## src/rtl/bit_stream_serializer_if.sv

```systemverilog
// bit_stream_serializer_if: word handshake and serial output bundle for bit_stream_serializer
// master: upstream/consumer side (drives in_valid, in_data)
// slave : serializer side (drives in_ready, ser_out, ser_valid, busy, frame_done)
interface bit_stream_serializer_if #(parameter int WIDTH = 8);
  logic             in_valid;
  logic             in_ready;
  logic [WIDTH-1:0] in_data;
  logic             ser_out;
  logic             ser_valid;
  logic             busy;
  logic             frame_done;
  modport master (output in_valid, in_data, input in_ready, ser_out, ser_valid, busy, frame_done);
  modport slave  (input in_valid, in_data, output in_ready, ser_out, ser_valid, busy, frame_done);
endinterface

```

## src/rtl/bit_stream_serializer.sv

```systemverilog
// bit_stream_serializer: parallel-to-serial stage feeding the 1010 detector's x input
// Ports: clk, rst (async, active-high), s (bit_stream_serializer_if.slave):
//   in_valid/in_ready/in_data word handshake, ser_out serial bit, ser_valid bit
//   qualifier, busy word in flight, frame_done pulse on a word's final bit.
// Optional macro SER_PARITY_EN appends one even-parity bit after each word.
module bit_stream_serializer #(
  parameter int WIDTH      = 8,
  parameter bit MSB_FIRST  = 1'b1,
  parameter bit IDLE_LEVEL = 1'b0
) (
  input logic clk,
  input logic rst,
  bit_stream_serializer_if.slave s
);
  localparam int CW = $clog2(WIDTH);
  localparam logic [CW-1:0] LAST = CW'(WIDTH - 1);
`ifdef SER_PARITY_EN
  typedef enum logic [1:0] {IDLE, SHIFT, PARITY} state_t;
`else
  typedef enum logic [1:0] {IDLE, SHIFT} state_t;
`endif
  state_t state, state_nxt;
  logic [WIDTH-1:0] sh, sh_nxt;
  logic [CW-1:0] cnt, cnt_nxt;
  logic last, fin, hs;
`ifdef SER_PARITY_EN
  logic par, par_nxt;
  assign fin = state == PARITY;
`else
  assign fin = last;
`endif
  assign last = state == SHIFT && cnt == LAST;
  assign s.in_ready = !rst && (state == IDLE || fin);
  assign hs = s.in_valid && s.in_ready;
  // outputs depend only on registered state, never on in_*
  assign s.frame_done = fin;
  assign s.ser_valid = state != IDLE;
  assign s.busy = state != IDLE;
`ifdef SER_PARITY_EN
  assign s.ser_out = state == SHIFT ? (MSB_FIRST ? sh[WIDTH-1] : sh[0]) : state == PARITY ? par : IDLE_LEVEL;
`else
  assign s.ser_out = state == SHIFT ? (MSB_FIRST ? sh[WIDTH-1] : sh[0]) : IDLE_LEVEL;
`endif
  always_comb begin
    state_nxt = state;
    sh_nxt = sh;
    cnt_nxt = cnt;
`ifdef SER_PARITY_EN
    par_nxt = par;
    state_nxt = state == SHIFT ? (last ? PARITY : SHIFT) : IDLE;
`else
    state_nxt = state == SHIFT && !last ? SHIFT : IDLE;
`endif
    if (state == SHIFT && !last) begin
      sh_nxt = MSB_FIRST ? {sh[WIDTH-2:0], 1'b0} : {1'b0, sh[WIDTH-1:1]};
      cnt_nxt = cnt + 1'b1;
    end
    // a handshake is only possible when idle or on a word's final cycle, so it overrides
    if (hs) begin
      state_nxt = SHIFT;
      sh_nxt = s.in_data;
      cnt_nxt = '0;
`ifdef SER_PARITY_EN
      par_nxt = ^s.in_data;
`endif
    end
  end
  always_ff @(posedge clk or posedge rst) begin
    if (rst) begin
      state <= IDLE;
      sh <= '0;
      cnt <= '0;
`ifdef SER_PARITY_EN
      par <= 1'b0;
`endif
    end else begin
      state <= state_nxt;
      sh <= sh_nxt;
      cnt <= cnt_nxt;
`ifdef SER_PARITY_EN
      par <= par_nxt;
`endif
    end
  end
endmodule

```

## src/flat_wrapper.sv

```systemverilog
// flat-port wrapper written by rule: the top's interface ports become plain ports
module bit_stream_serializer_flat 
#(
  parameter int WIDTH      = 8,
  parameter bit MSB_FIRST  = 1'b1,
  parameter bit IDLE_LEVEL = 1'b0
)
  (clk, rst, s_in_valid, s_in_data, s_in_ready, s_ser_out, s_ser_valid, s_busy, s_frame_done);
  bit_stream_serializer_if #(.WIDTH(WIDTH)) s_i ();
  input logic clk;
  input logic rst;
  input wire logic [$bits(s_i.in_valid)-1:0] s_in_valid;
  input wire logic [$bits(s_i.in_data)-1:0] s_in_data;
  output wire logic [$bits(s_i.in_ready)-1:0] s_in_ready;
  output wire logic [$bits(s_i.ser_out)-1:0] s_ser_out;
  output wire logic [$bits(s_i.ser_valid)-1:0] s_ser_valid;
  output wire logic [$bits(s_i.busy)-1:0] s_busy;
  output wire logic [$bits(s_i.frame_done)-1:0] s_frame_done;
  assign s_i.in_valid = s_in_valid;
  assign s_i.in_data = s_in_data;
  assign s_in_ready = s_i.in_ready;
  assign s_ser_out = s_i.ser_out;
  assign s_ser_valid = s_i.ser_valid;
  assign s_busy = s_i.busy;
  assign s_frame_done = s_i.frame_done;
  bit_stream_serializer #(.WIDTH(WIDTH), .MSB_FIRST(MSB_FIRST), .IDLE_LEVEL(IDLE_LEVEL)) u_core (.clk(clk), .rst(rst), .s(s_i));
endmodule
```

## config.mk

```make
export PLATFORM = sky130hd
export DESIGN_NAME = bit_stream_serializer_flat
export DESIGN_NICKNAME = d
export VERILOG_FILES = /design/src/rtl/bit_stream_serializer_if.sv /design/src/rtl/bit_stream_serializer.sv /design/src/flat_wrapper.sv
export SDC_FILE = /design/constraint.sdc
export NUM_CORES = 1
export LEC_CHECK = 0
export ABC_AREA = 1
export BUFFER_PORTS_ARGS = -buffer_cell sky130_fd_sc_hd__buf_4
export CORE_MARGIN = 4
export CORE_UTILIZATION = 30
export CTS_CLUSTER_SIZE = 14
export DETAILED_ROUTE_END_ITERATION = 10
export PLACE_DENSITY_LB_ADDON = 0.05
export REMOVE_ABC_BUFFERS = 1
export SYNTH_ARGS = -nofsm -noshare
export SYNTH_HDL_FRONTEND = slang
export SYNTH_SLANG_ARGS = --single-unit
```

## constraint.sdc

```tcl
create_clock -name clk -period 3.5 [get_ports clk]
set_input_delay 0.175 -clock clk [delete_from_list [all_inputs] [get_ports clk]]
set_output_delay 0.175 -clock clk [all_outputs]
set_load 0.005 [all_outputs]
```

Yosys cells after proc, flatten, opt, wreduce, memory -nomap -nowiden
Index checks and enable logic that the tools add are counted.

operators by class
  multiplexer cells = 7
  reduce and logical (&&, ||, !) cells = 10
  add/sub/neg operators = 1
  eq/ne operators = 2

operators by type and width
  kind                 count
  $mux 8               2
  $mux 3               2
  $logic_and 1x1->1    4
  $reduce_bool 2->1    2
  $add 3x1->3 const B  1
  $eq 3x3->1 const B   1
  $eq 2x1->1 const B   1
  $logic_not 1->1      2
  $logic_not 2->1      1
  $mux 1               2
  $mux 2               1
  $logic_or 1x1->1     1

storage, ports and cells
  register bits after elaboration = 13
  output and inout bits = 5
  bits of input ports = 11
  word-level logic and storage cells = 23

Logic depth before layout (Yosys ltp)
Gate-level depths: netlist of run 1.

  depth in word-level cells = 6
  gate-level depth with buffers = 7
  depth with buffers taken out = 7

Worst setup path after synthesis of run 1
No wires, ideal clock.

  path kind = reg-to-reg
  start = register u_core.cnt[0]
  end = register u_core.sh[2]
  stages on the path, launching flop included = 8
  required time = 3.370 ns
  period minus slack after synthesis = 1.344 ns
  buffers on the path = 1
  arrival time = 1.214 ns
  library setup time = 0.130 ns
  path slack = 2.156 ns
  path through = dfrtp_1 ha_1 ha_1 inv_2 nand2_2 buf_4 o211ai_1 nand3_1

on the way
  word-level cells in the longest chain between the ends = 6
  elaborated cells on any way between the ends = 9
  classes of those cells = eq/ne: 1; mux: 1; reduce/logical: 7

ends and longest elaborated chain
  item                                                line                         source
  from (decl)                                         bit_stream_serializer.sv:24  logic [CW-1:0] cnt, cnt_nxt;
  from (signal assigned)                              bit_stream_serializer.sv:79  cnt <= cnt_nxt;
  $eq 3x3->1 *                                        bit_stream_serializer.sv:32  assign last = state == SHIFT && cnt == LAST;
  $logic_and 1x1->1 *                                 bit_stream_serializer.sv:32
  $logic_or 1x1->1                                    bit_stream_serializer.sv:33  assign s.in_ready = !rst && (state == IDLE || fin);
  $logic_and 1x1->1                                   bit_stream_serializer.sv:33
  $logic_and 1x1->1                                   bit_stream_serializer.sv:34  assign hs = s.in_valid && s.in_ready;
  $mux 8 / $reduce_bool 2->1 (equally long branches)  n/a
  to (signal assigned)                                bit_stream_serializer.sv:78  sh <= sh_nxt;
  to (decl)                                           bit_stream_serializer.sv:23  logic [WIDTH-1:0] sh, sh_nxt;

Mark *: on every way between the ends. The rest lies on a longest branch, timed or not.
A chain may end at the register's enable or synchronous reset.

Final worst setup path of run 1
  start = register u_core.cnt[0]
  end = output s_in_ready

on the way
  word-level cells in the longest chain between the ends = 4

ends and longest elaborated chain
  item               line                         source
  $eq 3x3->1         bit_stream_serializer.sv:32
  $logic_and 1x1->1  bit_stream_serializer.sv:32
  $logic_or 1x1->1   bit_stream_serializer.sv:33
  $logic_and 1x1->1  bit_stream_serializer.sv:33
  to (decl)          flat_wrapper.sv:14           output wire logic [$bits(s_i.in_ready)-1:0] s_in_ready;

Every way passes these cells.

==> results of run 1 <==
==> power breakdown <==
part           switching, mW  internal (mW)  leakage, nW
Sequential            0.0378          0.199        0.153
Clock                 0.0453         0.0632       0.0210
Combinational          0.140          0.101        0.232
==> placed cells by master, fill, tap and decap left out, drive strengths merged <==
master	instances
nor2	2
inv	6
nand3	13
o211ai	7
or2	1
dlygate4sd3	1
nand2	17
nand4	7
clkbuf	4
buf	15
dfrtp	12
ha	2
==> cell families (layout without fill, tap and decap cells) <==
| group | count (synthesis) | in the layout | synth area share (%) |
|---|---|---|---|
| buf+inv | 11 | 26 | 10.53 |
| fa+ha+maj | 2 | 2 | 3.898 |
| flops | 12 | 12 | 46.78 |
| simple gates | 40 | 40 | 30.60 |
| compound gates | 7 | 7 | 8.187 |
==> worst max path at each step <==
stage                              from             to  slack [ns]  cells after the start
final                     u_core.cnt[0]     s_in_ready        1.73                      5
after global routing      u_core.cnt[0]     s_in_ready        1.60                      5
after detailed placement  u_core.cnt[0]  u_core.cnt[2]        1.89                      7
after global placement    u_core.cnt[0]   u_core.sh[0]        1.93                      7
after floorplan           u_core.cnt[0]  u_core.cnt[0]        2.09                      7
after CTS                 u_core.cnt[0]     s_in_ready        1.70                      5
==> Yosys cell counts <==
master    number
buf_4          3
buf_6          2
dfrtp_1       12
ha_1           2
inv_1          4
inv_2          2
nand2_1       16
nand2_2        1
nand3_1       13
nand4_1        7
nor2_1         1
nor2_4         1
o211ai_1       7
or2_0          1
==> per-layer routing <==
| metal | part of all wire (%) | vias up | GRT usage [%] |
|---|---|---|---|
| li1 | - | 282 | - |
| met1 | 49 | 245 | 13.15 |
| met2 | 46 | 11 | 18.13 |
| met3 | 5.1 | 0 | 4.905 |
| met4 | 0 | 0 | 2.490 |
| met5 | 0 | - | 0 |
==> cell type report <==
| cell class | instances | share of cell area [%] |
|---|---|---|
| timing repair buffer | 16 | 15.53 |
| clock buffer | 4 | 4.596 |
| tap | 27 | 4.279 |
| inverter | 6 | 2.853 |
| multi-input combinational | 49 | 34.71 |
| sequential | 12 | 38.03 |
==> critical path, stage by stage, from the launching register on <==
cell and delay (ns):
dfrtp_1 0.39, ha_1 0.20, ha_1 0.24, nor2_4 0.27, nor2_1 0.09, buf_4 0.14
==> sequential cells by signal, indices dropped and copies added (netlist names) <==
register / cells
u_core.sh: 8
u_core.cnt: 3
u_core.state: 1
==> repair_timing <==
item	in CTS	in global routing
hold buffers	1	0
endpoints found under the hold margin	12	0
setup buffers	0	0
==> metrics by stage <==
stage | hold slack [ns] | utilization (%)
after floorplan | 0.009660 | -
after global placement | 0.2402 | 37.13
after detailed placement | 0.2298 | 37.13
after CTS | 0.1375 | 39.44
after global routing | 0.1585 | 39.44
final | 0.1527 | 39.44
==> impl_metrics.tcl, run 1 <==
set metrics [dict create \
    status "complete, no violations" \
    start_kind "register" \
    min_path_cells 3 \
    finalSetupTns_ns 0 \
    drive_above_1_share_pct 26.44 \
    synth_area_um2 641.9 \
    wire_per_inst_um 12.02 \
    rsz0062_at_grt "false" \
    num_vias 538 \
    portBuffers 15 \
    path_clk_slew_ns 0.08 \
    power_density_nw_per_um2 743.0 \
    clock_latency_ns 0.27 \
    max_freq_ghz 0.5635 \
    p_leak_nw 0.4062 \
    multi_input_comb_area_um2 274.0 \
    post_cts_resized 0 \
    hpwlAfterDp_um 925.5 \
    end_kind "output pin" \
    hold_class "primary input to register" \
    cp.arrival_ns 1.60 \
    gp_congestion 0.6827 \
    insertedDiodeCount 0 \
    slew_headroom_pct 74.98 \
    clock_path_buffers 2 \
    die_area_um2 2944 \
    seq_area_um2 300.3 \
    syn_inst 72 \
    reg2reg_depth 7 \
    dieHeight_um 54.26 \
    overflow 0 \
    r2r_setup_slack_ns 1.89 \
    cp.required_ns 3.32 \
    final_cell_area_um2 789.5 \
    grt_max_degree 22 \
    stdcell_count 114 \
    critPathKind "register to output pin" \
    grt_pass1_vias 538 \
    synth_seq_cells 12 \
    synthTopCellsByArea "dfrtp_1 (47%), nand3_1 (10%), nand2_1 (9.4%), o211ai_1 (8.2%), nand4_1 (6.8%)" \
    cap_violations 0 \
    final_nets 101 \
    postPlaceCellArea_um2 743.2 \
    detail_route.drc_violations 0 \
    synth_seq_area_share_pct 46.78 \
    n_fill_cell 211 \
    clkSinkCount 12 \
    holdPathEnd "u_core.sh[0]" \
    drtIter0Drc 3 \
    r2r_end "u_core.cnt[0]" \
    finalCritPeriodShare_pct 50.70 \
    grt_pass1_wl_um 2270 \
    peakVddDrop_mv 0.3227 \
    dr.pass1.iters 2 \
    hold_viol 0 \
    slew_violations 0 \
    synth_top_area_share_pct 46.78 \
    place_inst 109 \
    finalClockSkew_ns 0.007297 \
    yosys_warnings 0 \
    routed_wl_um 1370 \
    synth.avg_cell_area_um2 8.915 \
    worst_pin_slew_ns 0.3747 \
    grtUsageTotal_pct 11.02 \
    reg2reg_from "u_core.cnt[0]" \
    finalPower_uw 586.6 \
    ios 16 \
    cts_made_buffers 3 \
    grt_antenna_before_repair 0 \
    placementRows 16 \
    clockRootBuffer "clkbuf_4" \
    min_period_ns 1.775 \
    setup_viol 0 \
    ant_nets 0 \
    pre_cts_ws_ns 1.893 \
    hold_start "s_in_data[0]" \
    path_max_fanout 10 \
    area_delta_synth_final_pct 23.00 \
    synth_cell_types 14 \
    yosysTopAreaCell "dfrtp_1" \
    fp.dieW_um 54.26 \
    start_util_pct 32.06 \
    viasPerCell 4.719 \
    cts_tree "yes" \
    core_area_um2 2002 \
    setup_slack_ns 1.725 \
    ctsHtreeMaxLevel 1 \
]
Power figures use the tool's default switching activity.
==> run 2, diff against run 1 <==
ABC_AREA = 0   (was 1)
clock period = 1.5 ns   (was 3.5 ns; I/O delays follow)
==> run 2 against run 1 <==
Compared with the run above: synthesized area fell by 6.6%; count of clock-buffer cells in the layout did not move; sequential power rose by 120%; sequential share of layout area fell by 0.88 points; wire length fell by 19%; clock skew rose by 0.0042 ns; worst setup slack got worse by 1.7 ns; critical path type is now register to register; largest power group unchanged; highest routed layer unchanged.
==> impl_metrics.tcl, run 2 <==
set metrics [dict create \
    finalClockSkew_ns 0.01148 \
    finalSetupTns_ns 0 \
    seq_area_um2 300.3 \
    synthTopCellsByArea "dfrtp_1 (50%), mux2i_1 (13%), o21ai_1 (5.8%), buf_6 (5.6%), nand2_1 (4.4%)" \
    area_delta_synth_final_pct 34.86 \
    dr_wl_met3_um 66 \
    top_regs "u_core.sh (8), u_core.cnt (3), u_core.state (1)" \
    grt_pass1_vias 437 \
    grt_antenna_before_repair 0 \
    largest_register "u_core.sh" \
    peakVddDrop_mv 1.133 \
    final_common_cell "buf_4" \
    drive_above_1_share_pct 44.59 \
    placementRows 15 \
    cts_tree "yes" \
    yosysTopAreaCell "dfrtp_1" \
    cp.arrival_ns 1.60 \
    slew_headroom_pct 68.24 \
    largest_reg_flops 8 \
    synth_top_flop_cell "dfrtp_1" \
    clockRootBuffer "clkbuf_4" \
    ios 16 \
    synth_edf_count 0 \
    grtUsageTotal_pct 9.091 \
    hpwlAfterDp_um 800.5 \
    drtIter0Drc 3 \
    synth_seq_cells 12 \
    pre_cts_ws_ns 0.1117 \
    grt_pass1_wl_um 1835 \
    final_nets 88 \
    dieHeight_um 52.70 \
    final_cell_area_um2 808.3 \
    power_density_nw_per_um2 1784 \
    p_clk_share_pct 18.1 \
    synth.avg_cell_area_um2 11.53 \
    synth_top_area_share_pct 50.10 \
    met2RoutedLength_um 502 \
    critPathKind "register to register" \
    finalCritPeriodShare_pct 95.03 \
    utilization_pct 44.86 \
    core_area_um2 1802 \
    multi_input_comb_area_um2 265.3 \
    synth_cell_types 15 \
    hold_viol 0 \
    routed_wl_um 1113 \
    syn_inst 52 \
    dr.max_layer_used "met3" \
    synth.most_common_cell "dfrtp_1" \
    overflow 0 \
    cp.required_ns 1.67 \
    reg2reg_from "u_core.cnt[0]" \
    dr.pass1.iters 3 \
    clock_path_buffers 2 \
    clock_latency_ns 0.28 \
    path_clk_slew_ns 0.09 \
    wire_per_inst_um 11.24 \
    synth_area_um2 599.3 \
    yosys-top-cells-count "dfrtp_1 (12), mux2i_1 (8), nand2_1 (7), o21ai_1 (7), buf_6 (3)" \
    p_seq_share_pct 36.5 \
    rsz0062_at_grt "false" \
    min_period_ns 1.425 \
    cap_violations 0 \
    synth_seq_area_share_pct 50.10 \
    detail_route.drc_violations 0 \
    die_area_um2 2777 \
    path_max_fanout 4 \
    hold_class "primary input to register" \
    grt_max_degree 13 \
    end_kind "register" \
    comb_power_share_pct 45.4 \
    async_flop_share_pct 100.0 \
    cts_made_buffers 3 \
    p_int_uw 988.5 \
    clkSinkCount 12 \
    fp.dieW_um 52.70 \
    gp_congestion 0.7233 \
    max_freq_ghz 0.7015 \
    viasPerCell 4.333 \
    status "complete, no violations" \
    crit_start "u_core.cnt[0]" \
    p_switching_uw 453.2 \
    num_vias 429 \
    portBuffers 15 \
    worst_pin_slew_ns 0.4759 \
    hold_start "s_in_data[0]" \
    setup_slack_ns 0.07458 \
    setup_viol 0 \
    ant_nets 0 \
    start_kind "register" \
    postPlaceCellArea_um2 724.4 \
    mostFrequentLayoutCells "buf_4 (21), dfrtp_1 (12), mux2i_1 (8), nand2_1 (7), o21ai_1 (7)" \
    slew_violations 0 \
    start_util_pct 33.26 \
    yosys_warnings 0 \
    ctsHtreeMaxLevel 1 \
    switching_share_pct 31.43 \
    p_leak_nw 0.3864 \
    insertedDiodeCount 0 \
    n_fill_cell 191 \
    met1_length_um 544 \
]
-- run 2: cell count changes after synthesis, moves of 7 or more --
cell	change
nand4_1	-7
o211ai_1	-7
o21ai_1	+7
nand2_1	-9
mux2i_1	+8
nand3_1	-13
-- run 2: per-layer routing --
| metal | track usage [%] | vias up |
|---|---|---|
| li1 | - | 218 |
| met1 | 11.56 | 200 |
| met2 | 14.67 | 11 |
| met3 | 4.558 | 0 |
| met4 | 0 | 0 |
| met5 | 0 | - |
-- run 2: timing repair --
item	CTS	global route
setup buffers	3	1
cloned	0	0
setup endpoints to repair	1	1
hold endpoints to repair	12	0
hold buffers	1	0
resized for setup	3	1
pin swaps	0	1
-- run 2: kinds of logic after synthesis --
| family | Yosys count | synth area share (%) |
|---|---|---|
| simple gates | 14 | 12.53 |
| buf+inv | 6 | 8.142 |
| compound gates | 9 | 9.185 |
| fa+ha+maj | 2 | 4.175 |
| mux | 9 | 15.87 |
| flops | 12 | 50.10 |
-- run 2: final cells by class --
type / instances / share of cell area [%]
timing repair buffer: 22 / 20.74
multi-input combinational: 34 / 32.82
inverter: 2 / 0.9288
clock buffer: 4 / 4.489
sequential: 12 / 37.15
tap: 25 / 3.870
-- run 2: through the flow --
step | hold WS [ns] | total power [mW] | cells
CTS | 0.05172 | 1.456 | 99
detailed placement | 0.1452 | 1.104 | 91
floorplan | -0.06030 | 0.8786 | 48
finish | 0.05722 | 1.442 | 99
global route | 0.08630 | 1.572 | 99
global placement | 0.1434 | 1.101 | 91
-- run 2: power by group through the flow --
| stage | sequential [mW] | combinational [mW] | clock [mW] |
|---|---|---|---|
| 2_1_floorplan | 0.514 | 0.365 | 0 |
| 3_3_place_gp | 0.526 | 0.575 | 0 |
| 3_5_place_dp | 0.525 | 0.578 | 0 |
| 4_1_cts | 0.519 | 0.664 | 0.273 |
| 5_1_grt | 0.544 | 0.741 | 0.287 |
| 6_report | 0.526 | 0.654 | 0.262 |
-- run 2: critical path: stages, from the launching register on --
cell and delay, ns:
dfrtp_1 0.41, ha_2 0.19, ha_4 0.16, nor2b_4 0.12, buf_4 0.12, nor2_2 0.05, mux2_4 0.26
-- run 2: final timing paths --
path,endpoint,slack [ns],depth (start not counted)
setup / recovery,u_core.cnt[0],0.07,6
hold / removal,u_core.sh[0],0.06,3
setup reg to reg,u_core.cnt[0],0.07,6
hold reg to reg,u_core.sh[3],0.48,2
max in group asynchronous,u_core.sh[1],0.78,3
min in group asynchronous,u_core.sh[7],0.39,3
==> run 3, diff against run 2 <==
CORE_ASPECT_RATIO = 0.75   (was default)
==> run 3 against run 2 <==
Compared with the run above: cell area fell by 1.2%; core utilization fell by 0.65 points; register-to-register slack barely moved; clock skew fell by 0.0088 ns; critical path depth did not move; first-iteration DRC count fell by 100%; worst setup slack improved by 0.0093 ns; sequential power barely moved; count of clock-buffer cells in the layout fell by 1; clock power fell by 28%; sequential cell count did not move; combinational power rose by 2%.
==> impl_metrics.tcl, run 3 (synthesis gave the netlist of run 2 again) <==
set metrics [dict create \
    wire_per_inst_um 11.47 \
    area_delta_synth_final_pct 33.19 \
    mostFrequentLayoutCells "buf_4 (22), dfrtp_1 (12), mux2i_1 (8), nand2_1 (7), o21ai_1 (7)" \
    clock_latency_ns 0.26 \
    dieHeight_um 46.71 \
    ant_nets 0 \
    detail_route.drc_violations 0 \
    cp.required_ns 1.65 \
    start_util_pct 33.19 \
    grt_pass1_wl_um 1759 \
    n_fill_cell 181 \
    hold_class "primary input to register" \
    max_stage_delay_ns 0.38 \
    final_cell_area_um2 798.3 \
    portBuffers 15 \
    power_density_nw_per_um2 1725 \
    overflow 0 \
    finalClockSkew_ns 0.002716 \
    fp.dieW_um 59.61 \
    critPathKind "register to register" \
    path_clk_slew_ns 0.07 \
    top_regs "u_core.sh (8), u_core.cnt (3), u_core.state (1)" \
    grt_antenna_before_repair 0 \
    drtIter0Drc 0 \
    largest_register "u_core.sh" \
    hpwlAfterDp_um 786.5 \
    rsz0062_at_grt "false" \
    min_period_ns 1.416 \
    postPlaceCellArea_um2 728.2 \
    dr.pass1.iters 1 \
    p_leak_nw 0.3843 \
    hold_start "s_in_data[0]" \
    final_nets 89 \
    finalCritPeriodShare_pct 94.41 \
    cpLargestDelayFamily "flip-flops" \
    status "complete, no violations" \
    max_freq_ghz 0.7062 \
    cp_slowest_cell "dfrtp_1" \
    final_common_cell "buf_4" \
    cts_tree "yes" \
    end_kind "register" \
    viasPerCell 4.302 \
    grtUsageTotal_pct 9.247 \
    ctsHtreeMaxLevel 1 \
    utilization_pct 44.21 \
    cap_violations 0 \
    die_area_um2 2784 \
    clkSinkCount 12 \
    peakVddDrop_mv 1.116 \
    worst_pin_slew_ns 0.4602 \
    insertedDiodeCount 0 \
    core_area_um2 1805 \
    largest_reg_flops 8 \
    cts_made_buffers 3 \
    clockRootBuffer "clkbuf_4" \
    seq_area_um2 300.3 \
    start_kind "register" \
    routed_wl_um 1101 \
    slew_headroom_pct 69.29 \
    placementRows 13 \
    drive_above_1_share_pct 44.59 \
    crit_chain "ha_2 -> ha_4 -> nor2b_4 -> buf_4 -> nor2_2 -> mux2_4" \
    multi_input_comb_area_um2 265.3 \
    ios 16 \
    path_max_fanout 4 \
    finalPower_mw 1.377 \
    num_vias 413 \
    path_buf_inv 1 \
    clock_path_buffers 2 \
    crit_start "u_core.cnt[1]" \
    hold_viol 0 \
    cp.arrival_ns 1.57 \
    reg2reg_from "u_core.cnt[1]" \
    gp_congestion 0.6654 \
    setup_viol 0 \
    slew_violations 0 \
    finalSetupTns_ns 0 \
    grt_pass1_vias 419 \
    grt_max_degree 13 \
]
==> run 3: changes by cell type in the layout (fill, tap and decap cells not counted) <==
cell      change
clkbuf_8      -1
buf_4         +1
==> run 3: path summary, 6_finish.rpt <==
check / to / slack (ns) / cells past startpoint
max: u_core.cnt[0] / 0.08 / 6
min: u_core.sh[0] / 0.06 / 3
max reg2reg: u_core.cnt[0] / 0.08 / 6
min reg2reg: u_core.sh[5] / 0.49 / 2
max in group asynchronous: u_core.sh[6] / 0.79 / 3
min in group asynchronous: u_core.state[0] / 0.39 / 3
==> run 3: routing by layer <==
layer	vias to the layer above	share of wire [%]	track usage, %
li1	219	-	-
met1	180	45	10.02
met2	12	45	14.38
met4	0	1.0	3.982
met3	2	9.4	6.162
met5	-	0	0
==> run 3: layout make-up <==
class | instances | share of cell area [%]
Multi-Input combinational cell | 34 | 33.23
Tap cell | 22 | 3.448
Sequential cell | 12 | 37.62
Timing Repair Buffer | 23 | 21.94
Clock buffer | 3 | 2.821
Inverter | 2 | 0.9404
==> run 3: through the flow <==
step	instances	setup WS [ns]	hold slack (ns)
finish	96	0.08391	0.06489
global route	96	0.02194	0.08355
CTS	96	0.01820	0.06584
detailed placement	89	0.1078	0.1373
global placement	89	0.1352	0.1390
floorplan	48	-0.06522	-0.06030
==> run 3: worst min-delay path, delay by kind of cell <==
family / cells / cell delay (ns)
buffers and inverters: 1 / 0.08
AND/OR/NAND/NOR: 1 / 0.09
multiplexers: 1 / 0.05
==> run 3: report_power, final <==
group	internal, mW	leakage [nW]	switching (mW)
logic	0.392	0.217	0.273
clock network	0.0927	0.0138	0.0955
registers	0.450	0.154	0.0741
==> run 3: timing repair <==
action	CTS	global route
buffers inserted	3	1
hold endpoints to repair	12	0
pin swaps	0	1
hold buffers	1	0
gates resized for setup	3	1
endpoints found under the setup margin	1	2
